`src/rtl/prefetch_queue.sv`:
```
// prefetch_queue
//   Instruction prefetch stage. Issues sequential word-aligned fetches to the
//   memory arbiter, buffers returned words with their PCs in a DEPTH-entry
//   FIFO and hands them to decode over a valid/ready handshake. A redirect
//   flushes the queue, restarts fetch at the new PC and drops the response of
//   any request issued before it.
//
//   Optional feature (macro PREFETCH_BYPASS_EN): when the FIFO is empty, a live
//   response is presented to decode combinationally in its arrival cycle, and
//   is only written into the FIFO if decode does not take it that cycle.
//
// Ports
//   clk, reset        clock, synchronous active-high reset
//   redirect_i        flush and restart fetch at redirect_pc_i
//   redirect_pc_i     new fetch PC (low two bits ignored)
//   mem_req_o         fetch request to the arbiter
//   mem_addr_o        fetch address (word aligned)
//   mem_gnt_i         arbiter accepted the request this cycle
//   mem_rvalid_i      read data valid, one cycle after acceptance
//   mem_rdata_i       read data
//   instr_valid_o     head entry valid
//   instr_o           head instruction word (0 when empty)
//   instr_pc_o        PC of the head instruction (0 when empty)
//   instr_ready_i     decode consumes the head this cycle

module prefetch_queue #(
    parameter int          DEPTH    = 4,
    parameter logic [31:0] RESET_PC = 32'h0000_0000
) (
    input  logic        clk,
    input  logic        reset,
    input  logic        redirect_i,
    input  logic [31:0] redirect_pc_i,
    output logic        mem_req_o,
    output logic [31:0] mem_addr_o,
    input  logic        mem_gnt_i,
    input  logic        mem_rvalid_i,
    input  logic [31:0] mem_rdata_i,
    output logic        instr_valid_o,
    output logic [31:0] instr_o,
    output logic [31:0] instr_pc_o,
    input  logic        instr_ready_i
);

    localparam int AW = $clog2(DEPTH);
    localparam int CW = AW + 1;   // count spans 0..DEPTH
    localparam int UW = CW + 1;   // count + inflight without overflow

    logic [31:0]   fetch_pc;
    logic [AW-1:0] rd_ptr;
    logic [AW-1:0] wr_ptr;
    logic [CW-1:0] count;
    logic          inflight_vld;
    logic [31:0]   inflight_pc;
    logic          acc_q;         // a request was accepted last cycle

    logic [31:0]   data_q [DEPTH];
    logic [31:0]   pc_q   [DEPTH];

    logic [UW-1:0] used;
    logic          accept;
    logic          resp;
    logic          fifo_empty;
    logic          push;
    logic          pop;

    // Credit: every outstanding request already owns a FIFO slot, so a
    // response can always be written.
    assign used       = UW'(count) + UW'(inflight_vld);
    assign mem_req_o  = !reset && !redirect_i && (used < UW'(DEPTH));
    assign mem_addr_o = fetch_pc;
    assign accept     = mem_req_o && mem_gnt_i;

    // A response is live only if its request has not been made stale by a
    // redirect or reset.
    assign resp       = mem_rvalid_i && inflight_vld && !reset;
    assign fifo_empty = (count == '0);
    assign pop        = !fifo_empty && instr_ready_i;

`ifdef PREFETCH_BYPASS_EN
    logic byp;
    assign byp           = fifo_empty && resp;
    assign instr_valid_o = !fifo_empty || byp;
    assign instr_o       = !fifo_empty ? data_q[rd_ptr] : (byp ? mem_rdata_i : 32'h0);
    assign instr_pc_o    = !fifo_empty ? pc_q[rd_ptr]   : (byp ? inflight_pc : 32'h0);
    // A bypassed word taken by decode never enters the FIFO.
    assign push          = resp && !redirect_i && !(byp && instr_ready_i);
`else
    assign instr_valid_o = !fifo_empty;
    assign instr_o       = !fifo_empty ? data_q[rd_ptr] : 32'h0;
    assign instr_pc_o    = !fifo_empty ? pc_q[rd_ptr]   : 32'h0;
    assign push          = resp && !redirect_i;
`endif

    // Storage has no reset; the outputs are masked while the FIFO is empty.
    always_ff @(posedge clk) begin
        if (push) begin
            data_q[wr_ptr] <= mem_rdata_i;
            pc_q[wr_ptr]   <= inflight_pc;
        end
    end

    always_ff @(posedge clk) begin
        if (reset) begin
            fetch_pc     <= RESET_PC;
            rd_ptr       <= '0;
            wr_ptr       <= '0;
            count        <= '0;
            inflight_vld <= 1'b0;
            inflight_pc  <= '0;
            acc_q        <= 1'b0;
        end else begin
            acc_q <= accept;
            if (redirect_i) begin
                // No request is issued this cycle, so clearing the valid bit
                // drops the response of anything issued before the redirect.
                fetch_pc     <= redirect_pc_i & ~32'h3;
                rd_ptr       <= '0;
                wr_ptr       <= '0;
                count        <= '0;
                inflight_vld <= 1'b0;
            end else begin
                if (accept) begin
                    fetch_pc     <= fetch_pc + 32'd4;
                    inflight_vld <= 1'b1;
                    inflight_pc  <= fetch_pc;
                end else if (mem_rvalid_i) begin
                    inflight_vld <= 1'b0;
                end
                if (push) wr_ptr <= wr_ptr + 1'b1;
                if (pop)  rd_ptr <= rd_ptr + 1'b1;
                case ({push, pop})
                    2'b10:   count <= count + 1'b1;
                    2'b01:   count <= count - 1'b1;
                    default: count <= count;
                endcase
            end
        end
    end

    // Read data must only follow an accepted request.
    rvalid_has_request: assert property (
        @(posedge clk) disable iff (reset) mem_rvalid_i |-> acc_q
    );

endmodule

```
`config.mk`:
```
export PLATFORM = sky130hd
export DESIGN_NAME = prefetch_queue
export DESIGN_NICKNAME = d
export VERILOG_FILES = /design/src/rtl/prefetch_queue.sv
export SDC_FILE = /design/constraint.sdc
export NUM_CORES = 1
export LEC_CHECK = 0
export ABC_AREA = 1
export BUFFER_PORTS_ARGS = -buffer_cell sky130_fd_sc_hd__buf_2
export CORE_MARGIN = 5
export CORE_UTILIZATION = 49
export DETAILED_ROUTE_END_ITERATION = 7
export HOLD_SLACK_MARGIN = 0.06
export PLACE_DENSITY = 0.69
export SYNTH_ARGS = -nofsm -noshare
export SYNTH_HDL_FRONTEND = slang
export SYNTH_SLANG_ARGS = --single-unit
```
`constraint.sdc`:
```
create_clock -name clk -period 9.9 [get_ports clk]
set_clock_uncertainty 0.15 [all_clocks]
set_input_delay 1.485 -clock clk [delete_from_list [all_inputs] [get_ports clk]]
set_output_delay 1.485 -clock clk [all_outputs]
set_load 0.01 [all_outputs]
```
==> results of run 1 <==
## worst register-to-register path: cells and delay by family, from the launching register on
kind                       cells  cell delay [ps]
DFF                            1              360
adders and majority gates      2              670
and+or+nand+nor                4              630
AOI/OAI and AO/OA              1               50
buffers and inverters          2              760
## flip-flops by register name, indices dropped and copies added, names as in the netlist, named ones only
name	cells
rd_ptr	2
count	3
inflight_vld	1
mem_addr_o	30
data_q	128
pc_q	120
inflight_pc	30
wr_ptr	2
## synth_stat cells (2+ instances only)
cell / n
xor2_1: 4
nand2_1: 135
inv_1: 69
a31oi_1: 4
edfxtp_1: 248
inv_2: 3
nor2_2: 4
dfxtp_1: 70
nor2_1: 299
buf_6: 2
xnor2_1: 2
nand4_1: 2
clkbuf_1: 43
buf_2: 17
a21oi_1: 120
o21ai_0: 180
buf_4: 5
nand3_1: 41
ha_1: 6
buf_1: 2
and2_1: 3
## layer usage
metal / share of wire (%) / vias to the layer above / GRT usage, %
met1: 44 / 4422 / 26.97
met5: 0 / - / 0
met2: 47 / 360 / 33.19
li1: - / 4610 / -
met4: 1.7 / 0 / 4.889
met3: 7.3 / 35 / 3.599
## worst max path at each step
stage	startpoint	end	slack [ps]
3_3_place_gp	register	instr_pc_o[25]	5700
3_5_place_dp	register	instr_pc_o[20]	5640
5_1_grt	register	instr_pc_o[9]	4950
4_1_cts	register	instr_pc_o[20]	5100
2_1_floorplan	reset	data_q[0][0]	4570
6_report	register	instr_pc_o[20]	5190
## cells by family (layout without fill, tap and decap cells)
logic type	count (synthesis)	after routing
and+or+nand+nor	491	491
DFF	318	318
buffers and inverters	141	303
xor gates and xnor gates	6	6
AOI/OAI and AO/OA	305	305
adders and majority gates	7	7
other	1	4
## per-stage QoR
| step | hold WS [ps] | util (%) | cell area [µm²] | cells | worst slack, ps |
|---|---|---|---|---|---|
| 2_1_floorplan | 285.6 | - | 13090 | 1272 | 4573 |
| 5_1_grt | 350.7 | 58.41 | 15310 | 1769 | 4949 |
| 3_5_place_dp | 302.4 | 53.84 | 14110 | 1708 | 5636 |
| 6_report | 310.0 | 58.41 | 15310 | 1769 | 5195 |
| 3_3_place_gp | 292.8 | 53.84 | 14110 | 1708 | 5702 |
| 4_1_cts | 313.1 | 58.41 | 15310 | 1769 | 5098 |
## report_power, final
part           internal, µW  total (µW)  switching [µW]
Combinational          30.8        86.2            55.4
Clock                   839        1330             492
Sequential             1450        1470            20.9
## final cells by class
type	count	area share, %
Clock buffer	40	5.909
Clock inverter	21	1.921
Inverter	72	1.765
Multi-Input combinational cell	813	24.13
Sequential cell	318	57.83
Tap cell	335	2.738
Timing Repair Buffer	170	5.705
==> flow_metrics.tcl, run 1 <==
set metrics [dict create \
    status "completed" \
    crit_chain "inv_2 -> buf_4 -> o21ai_0 -> a21oi_1 -> buf_2" \
    multiInputGateArea_mm2 0.003694 \
    route.detailed.wl_per_inst_um 17.13 \
    grt_max_degree 79 \
    synth_fa_ha_area_share_pct 0.7271 \
    synth-simple-area-share_pct 15.01 \
    firstDrtPassIters 7 \
    drv_slew 0 \
    clk-insertion-delay-late_ps 500 \
    detailed_place_hpwl_um 17320 \
    p_per_area_mw_per_mm2 188.7 \
    max_freq_mhz 212.5 \
    syn_inst 1269 \
    cap_viol_max_count 0 \
    cp_num_cells 5 \
    routed_wl_um 30310 \
    maxSlewHeadroom_pct 24.68 \
    period_share_pct 47.53 \
    crit_buf_inv 3 \
    synth-compound-area-share_pct 11.71 \
    netlist_area_mm2 0.01308 \
    via_per_inst 5.329 \
    tightest_slew_ps 1130 \
    synth_top_cell_by_area "edfxtp_1" \
    ctsResizeCount 0 \
    area_growth_pct 17.05 \
    ys_seq_area_share_pct 67.66 \
    critPathSlowestCell "buf_4" \
    hold_path_depth 2 \
    cts_sinks 318 \
    grt_pass1_wl_um 48190 \
    ant_nets 0 \
    synth_seq_cells 318 \
    tritoncts "built" \
    hp-class "reg -> reg" \
    hold_start "rd_ptr[1]" \
    r2r_slack_ps 7220 \
    rsz0062_at_grt "no" \
    grt_overflow_total 0 \
    yosys_warnings 0 \
    worst_ep_arrival_time_ps 3070 \
    final_cell_mix "nor2_1 (295), edfxtp_1 (248), o21ai_0 (180), buf_2 (161), nand2_1 (135)" \
    yosysTopAreaCellShare_pct 56.94 \
    clk_path_buf_depth 3 \
    r2r_start "count[2]" \
    path_clk_slew_ps 60 \
    cp_slowest_stage_delay_ps 690 \
    core-area_mm2 0.02621 \
    syn_area_per_cell_um2 10.31 \
    power.total_uw 2889 \
    ff_latch_area_mm2 0.008853 \
    end_kind "primary output" \
    drc 0 \
    fin_crit_ps 4705 \
    port_buffers 161 \
    start_kind "register" \
    pin_count 168 \
    setup_viol 0 \
    mostFrequentLayoutCell "nor2_1" \
    p_leak_uw 0.005833 \
    reg2reg_depth 9 \
    muxShareOfSynthArea_pct 0 \
    n_antenna_cell 0 \
    r2r_end "count[1]" \
    synthTopCellsByArea "edfxtp_1 (57%), dfxtp_1 (11%), nor2_1 (8.6%)" \
    die-area_mm2 0.03006 \
    grt_pass1_vias 9009 \
    dieHeight_um 173.4 \
    h-tree-depth 2 \
    postCtsSetupRepairBufs 0 \
    cts_buffers 34 \
    synthFlopType "edfxtp_1" \
    ir_drop_uv 107.8 \
    worstPathRequired_ps 8270 \
    n_fill_cell 2150 \
    synth_edf_count 248 \
    worstPathMaxFanout 78 \
    critical_path_class "reg -> out" \
    drt-initial-drc-count 704 \
    synth_xor_xnor_area_share_pct 0.4018 \
    cts_root_buf "clkbuf_16" \
    die_w_um 173.4 \
    synth_top_family_by_area "simple AND/OR/NAND/NOR gates" \
    gr-usage-all-layers_pct 19.79 \
    place_congestion 0.8924 \
    vias 9427 \
    async_reset_ff_share_pct 0 \
    fin_setup_tns_ps 0 \
    drive_gt1_share_pct 16.88 \
    rows 59 \
    crit_family "buffers and inverters" \
    hold_viol 0 \
    ys_types 31 \
    start_util_pct 49.91 \
    nNetsFinal 1486 \
    antenna_found_initial 0 \
    ctsHoldBuffers 0 \
]
Note: power is estimated with default switching activity, not from simulation.
==> inputs of run 2 (changes only) <==
Clock period 9.9 ns to 4.5 ns, I/O delays scaled along.
==> run 2 against run 1 <==
First-iteration DRC count shrank 7.8%. Hold slack worse by 66 ps. Routed wire length increased by 2.8%. Largest cell class unchanged. Count of clock-buffer cells in the layout grew 1. Sequential share of layout area down 0.076 points. Clock power rose by 110%. Via count is 1.9% higher. Non-clock buffer count is 5 higher. Combinational power increased by 120%. Global-route usage increased by 0.27 points. Register-to-register slack worse by 5200 ps.
==> flow_metrics.tcl, run 2 (synthesis results as in run 1) <==
set metrics [dict create \
    status "completed" \
    r2r_slack_ps 2070 \
    rsz0062_at_grt "no" \
    hold_viol 0 \
    final_area_mm2 0.01533 \
    ir_drop_uv 197.0 \
    ff_latch_area_mm2 0.008853 \
    setup_viol 0 \
    cts_buffers 34 \
    crit_top_cell "nor2_1" \
    end_kind "primary output" \
    r2r_start "count[2]" \
    vias 9608 \
    maxSlewHeadroom_pct 36.26 \
    detailed_place_hpwl_um 18460 \
    crit_buf_inv 2 \
    cts_root_buf "clkbuf_16" \
    hold_start "mem_rdata_i[1]" \
    gr-usage-all-layers_pct 20.06 \
    antenna_found_initial 0 \
    area_growth_pct 17.20 \
    n_fill_cell 2188 \
    grt_pass1_vias 9139 \
    place_congestion 0.9089 \
    largest_register_ffs 128 \
    worstPathRequired_ps 3670 \
    grt_pass1_wl_um 48910 \
    via_per_inst 5.416 \
    power.total_uw 6203 \
    routed_wl_um 31160 \
    die-area_mm2 0.03006 \
    critPathSlowestCell "buf_4" \
    ctsHoldBuffers 0 \
    dp_cells 1713 \
    ant_nets 0 \
    p_leak_uw 0.005855 \
    cp_slowest_stage_delay_ps 750 \
    p_per_area_mw_per_mm2 404.6 \
    top_regs "data_q: 128 flops, pc_q: 120 flops" \
    start_util_pct 49.91 \
    clk_path_buf_depth 3 \
    max_freq_mhz 282.2 \
    tritoncts "built" \
    reg2reg_depth 10 \
    hold_path_depth 1 \
    hp-class "in -> reg" \
    h-tree-depth 2 \
    dieHeight_um 173.4 \
    drive_gt1_share_pct 17.10 \
    grt_max_degree 73 \
    drc 0 \
    path_clk_slew_ps 60 \
    min_to "data_q[0][1]" \
    grt_overflow_total 0 \
    core-area_mm2 0.02621 \
    critical_path_class "reg -> out" \
    final_cells 1774 \
    cap_viol_max_count 0 \
    place_area_mm2 0.01420 \
    crit_family "buffers and inverters" \
    ctsResizeCount 0 \
    clk-insertion-delay-late_ps 500 \
    start_kind "register" \
    die_w_um 173.4 \
    multiInputGateArea_mm2 0.003694 \
    mostFrequentLayoutCell "nor2_1" \
    worstPathMaxFanout 72 \
    period_share_pct 78.76 \
    fin_crit_ps 3544 \
    route.detailed.wl_per_inst_um 17.57 \
    crit_chain "buf_4 -> nor2_1 -> nor2_1 -> o21ai_0 -> a21oi_1 -> buf_2" \
    drt-initial-drc-count 649 \
    final_cell_mix "nor2_1 (295), edfxtp_1 (248), o21ai_0 (180), buf_2 (161), nand2_1 (135)" \
    pin_count 168 \
    firstDrtPassIters 5 \
    drv_slew 0 \
    cts_sinks 318 \
    r2r_end "count[2]" \
    port_buffers 161 \
    tightest_slew_ps 955.1 \
    fin_setup_tns_ps 0 \
    nNetsFinal 1491 \
    top_register "data_q" \
    n_antenna_cell 0 \
    postCtsSetupRepairBufs 0 \
    worst_ep_arrival_time_ps 2720 \
    rows 59 \
    utilization_pct 58.49 \
]
==> run 2: cell count changes in the layout (fill, tap and decap cells not counted), sizes merged <==
cell and delta:
clkinv +7, buf +5, bufinv -4, clkinvlp -3
clkbuf +1, inv -1
==> run 2: worst max path at each step <==
stage | end | cells after the start
after detailed placement | count[2] | 10
final | instr_pc_o[29] | 6
after global placement | count[2] | 10
after floorplan | data_q[0][0] | 4
after CTS | instr_pc_o[29] | 6
after global routing | instr_pc_o[29] | 6
==> run 2: through the flow <==
stage / worst slack (ps) / hold WS, ps
finish: 956.0 / 244.3
global placement: 1364 / 294.1
global route: 711.2 / 227.8
CTS: 863.1 / 224.0
detailed placement: 1326 / 304.3
floorplan: -17.43 / 285.6
==> run 2: area by class of cell <==
| class | instances | area share [%] |
|---|---|---|
| Sequential cell | 318 | 57.76 |
| Multi-Input combinational cell | 813 | 24.10 |
| Clock buffer | 41 | 6.269 |
| Timing Repair Buffer | 175 | 6.269 |
| Tap cell | 335 | 2.734 |
| Inverter | 72 | 1.763 |
| Clock inverter | 20 | 1.110 |
==> run 2: power breakdown <==
group | switching, µW | total, µW | internal, µW
Clock | 1080 | 2770 | 1690
Combinational | 124 | 193 | 68.9
Sequential | 46.6 | 3240 | 3190
Total | 1250 | 6200 | 4950
==> run 2: per-layer routing <==
metal	GRT usage, %	wire [µm]
met1	28.57	13840
met2	32.21	14530
met3	3.381	2189
met4	5.454	599
met5	0	0
==> inputs of run 3 (changes only) <==
Settings changed: PLACE_DENSITY 0.69 to 0.72.
Clock period 4.5 ns to 3.25 ns, I/O delays scaled along.
==> run 3 against run 2 <==
Global-route usage is 0.34 points lower. Die area stayed put. Non-clock buffer count is 34 higher. Count of clock-buffer cells in the layout is 6 higher. Via count is 0.60% lower. Clock power is 41% higher. First-iteration DRC count is 12% lower. Sequential power is 38% higher. Utilization is 1.5 points higher. Power is 40% higher. Sequential cell count stayed put. Register-to-register slack worse by 940 ps.
==> flow_metrics.tcl, run 3 (synthesis results as in run 1) <==
set metrics [dict create \
    hold_path_depth 2 \
    end_kind "primary output" \
    p_leak_uw 0.006020 \
    place_area_mm2 0.01425 \
    clk-insertion-delay-late_ps 500 \
    start_kind "register" \
    ctsResizeCount 0 \
    final_cells 1809 \
    rsz0062_at_grt "no" \
    die-area_mm2 0.03006 \
    via_per_inst 5.279 \
    maxSlewHeadroom_pct 38.12 \
    clk_path_buf_depth 3 \
    r2r_start "count[2]" \
    grt_overflow_total 0 \
    crit_family "buffers and inverters" \
    route.detailed.wl_per_inst_um 16.62 \
    crit_buf_inv 3 \
    dp_worst_setup_slack_ps 778.6 \
    drc 0 \
    h-tree-depth 2 \
    gr-usage-all-layers_pct 19.72 \
    p_per_area_mw_per_mm2 551.9 \
    hp-class "in -> reg" \
    final_area_mm2 0.01573 \
    vias 9550 \
    n_antenna_cell 0 \
    cts_buffers 34 \
    cp_slowest_stage_delay_ps 670 \
    port_buffers 161 \
    power.total_uw 8682 \
    worstPathMaxFanout 86 \
    setup_viol 0 \
    place_congestion 0.8765 \
    dp_cells 1715 \
    grt_pass1_wl_um 48560 \
    max_freq_mhz 334.6 \
    top_register "data_q" \
    routed_wl_um 30060 \
    firstDrtPassIters 5 \
    area_growth_pct 20.28 \
    ctsHoldBuffers 32 \
    dieHeight_um 173.4 \
    drt-initial-drc-count 572 \
    nNetsFinal 1525 \
    rows 59 \
    cp_num_cells 5 \
    period_share_pct 91.96 \
    critical_path_class "reg -> out" \
    drv_slew 0 \
    antenna_found_initial 0 \
    tightest_slew_ps 927.2 \
    cts_root_buf "clkbuf_16" \
    worstPathRequired_ps 2610 \
    path_clk_slew_ps 60 \
    worst_ep_arrival_time_ps 2350 \
    reg2reg_depth 9 \
    cts_sinks 318 \
    status "completed" \
    top_regs "data_q: 128 flops, pc_q: 120 flops" \
    hold_viol 0 \
    crit_chain "inv_2 -> buf_12 -> o21ai_0 -> a21oi_1 -> buf_2" \
    r2r_end "count[2]" \
    endpoint "instr_o[2]" \
    fin_crit_ps 2989 \
    r2r_slack_ps 1130 \
    detailed_place_hpwl_um 17570 \
    fin_setup_tns_ps 0 \
    grt_max_degree 87 \
    cap_viol_max_count 0 \
    largest_register_ffs 128 \
    final_cell_mix "nor2_1 (295), edfxtp_1 (248), o21ai_0 (180), buf_2 (161), nand2_1 (135)" \
    mostFrequentLayoutCell "nor2_1" \
    core-area_mm2 0.02621 \
    tritoncts "built" \
    pin_count 168 \
    start_util_pct 49.91 \
    critPathSlowestCell "dfxtp_4" \
    drive_gt1_share_pct 16.82 \
    grt_pass1_vias 9393 \
    postCtsSetupRepairBufs 0 \
    die_w_um 173.4 \
    setup_slack_ps 261.3 \
    ir_drop_uv 353.7 \
    ant_nets 0 \
]
[run 3: cell type report]
type | count | area (µm²)
clock buffers | 47 | 1005
clock inverters | 15 | 156.4
fillers | 2084 | 10480
inverters | 72 | 270.3
multi-input cells | 813 | 3694
flip-flops and latches | 318 | 8853
well taps | 335 | 419.2
repair buffers | 209 | 1334
[run 3: how the worst min path moves through the flow]
stage	startpoint	end	slack (ps)
global placement	rd_ptr[1]	register	290
detailed placement	rd_ptr[1]	register	300
floorplan	rd_ptr[1]	register	290
CTS	mem_rvalid_i	inflight_vld	70
global route	mem_rvalid_i	inflight_vld	80
finish	mem_rvalid_i	inflight_vld	80
[run 3: worst register-to-register path, cell delays in order (launching register included)]
cell and delay, ps:
dfxtp_1 410, nor3_4 70, nor2_1 240, ha_1 210, inv_1 70, fa_1 380, a21oi_1 140, o21ai_0 120
xor2_1 150, nor2_1 60
[run 3: per-layer routing]
| metal | vias to the layer above | global-route usage (%) | share of wire (%) |
|---|---|---|---|
| li1 | 4687 | - | - |
| met1 | 4488 | 26.39 | 43 |
| met2 | 319 | 32.59 | 48 |
| met3 | 56 | 4.144 | 6.7 |
| met4 | 0 | 6.152 | 2.3 |
| met5 | - | 0 | 0 |
[run 3: metrics by stage]
step           utilization (%)  hold slack, ps
3_3_place_gp             54.38           294.4
3_5_place_dp             54.38           304.3
5_1_grt                  60.03           83.71
2_1_floorplan                -           285.6
6_report                 60.03           84.93
4_1_cts                  60.03           65.91
[run 3: where the power goes]
group | switching [µW] | leakage (µW) | internal, µW
registers | 59.6 | 0.00295 | 4420
logic | 176 | 0.00250 | 122
clock network | 1500 | 0.000570 | 2410
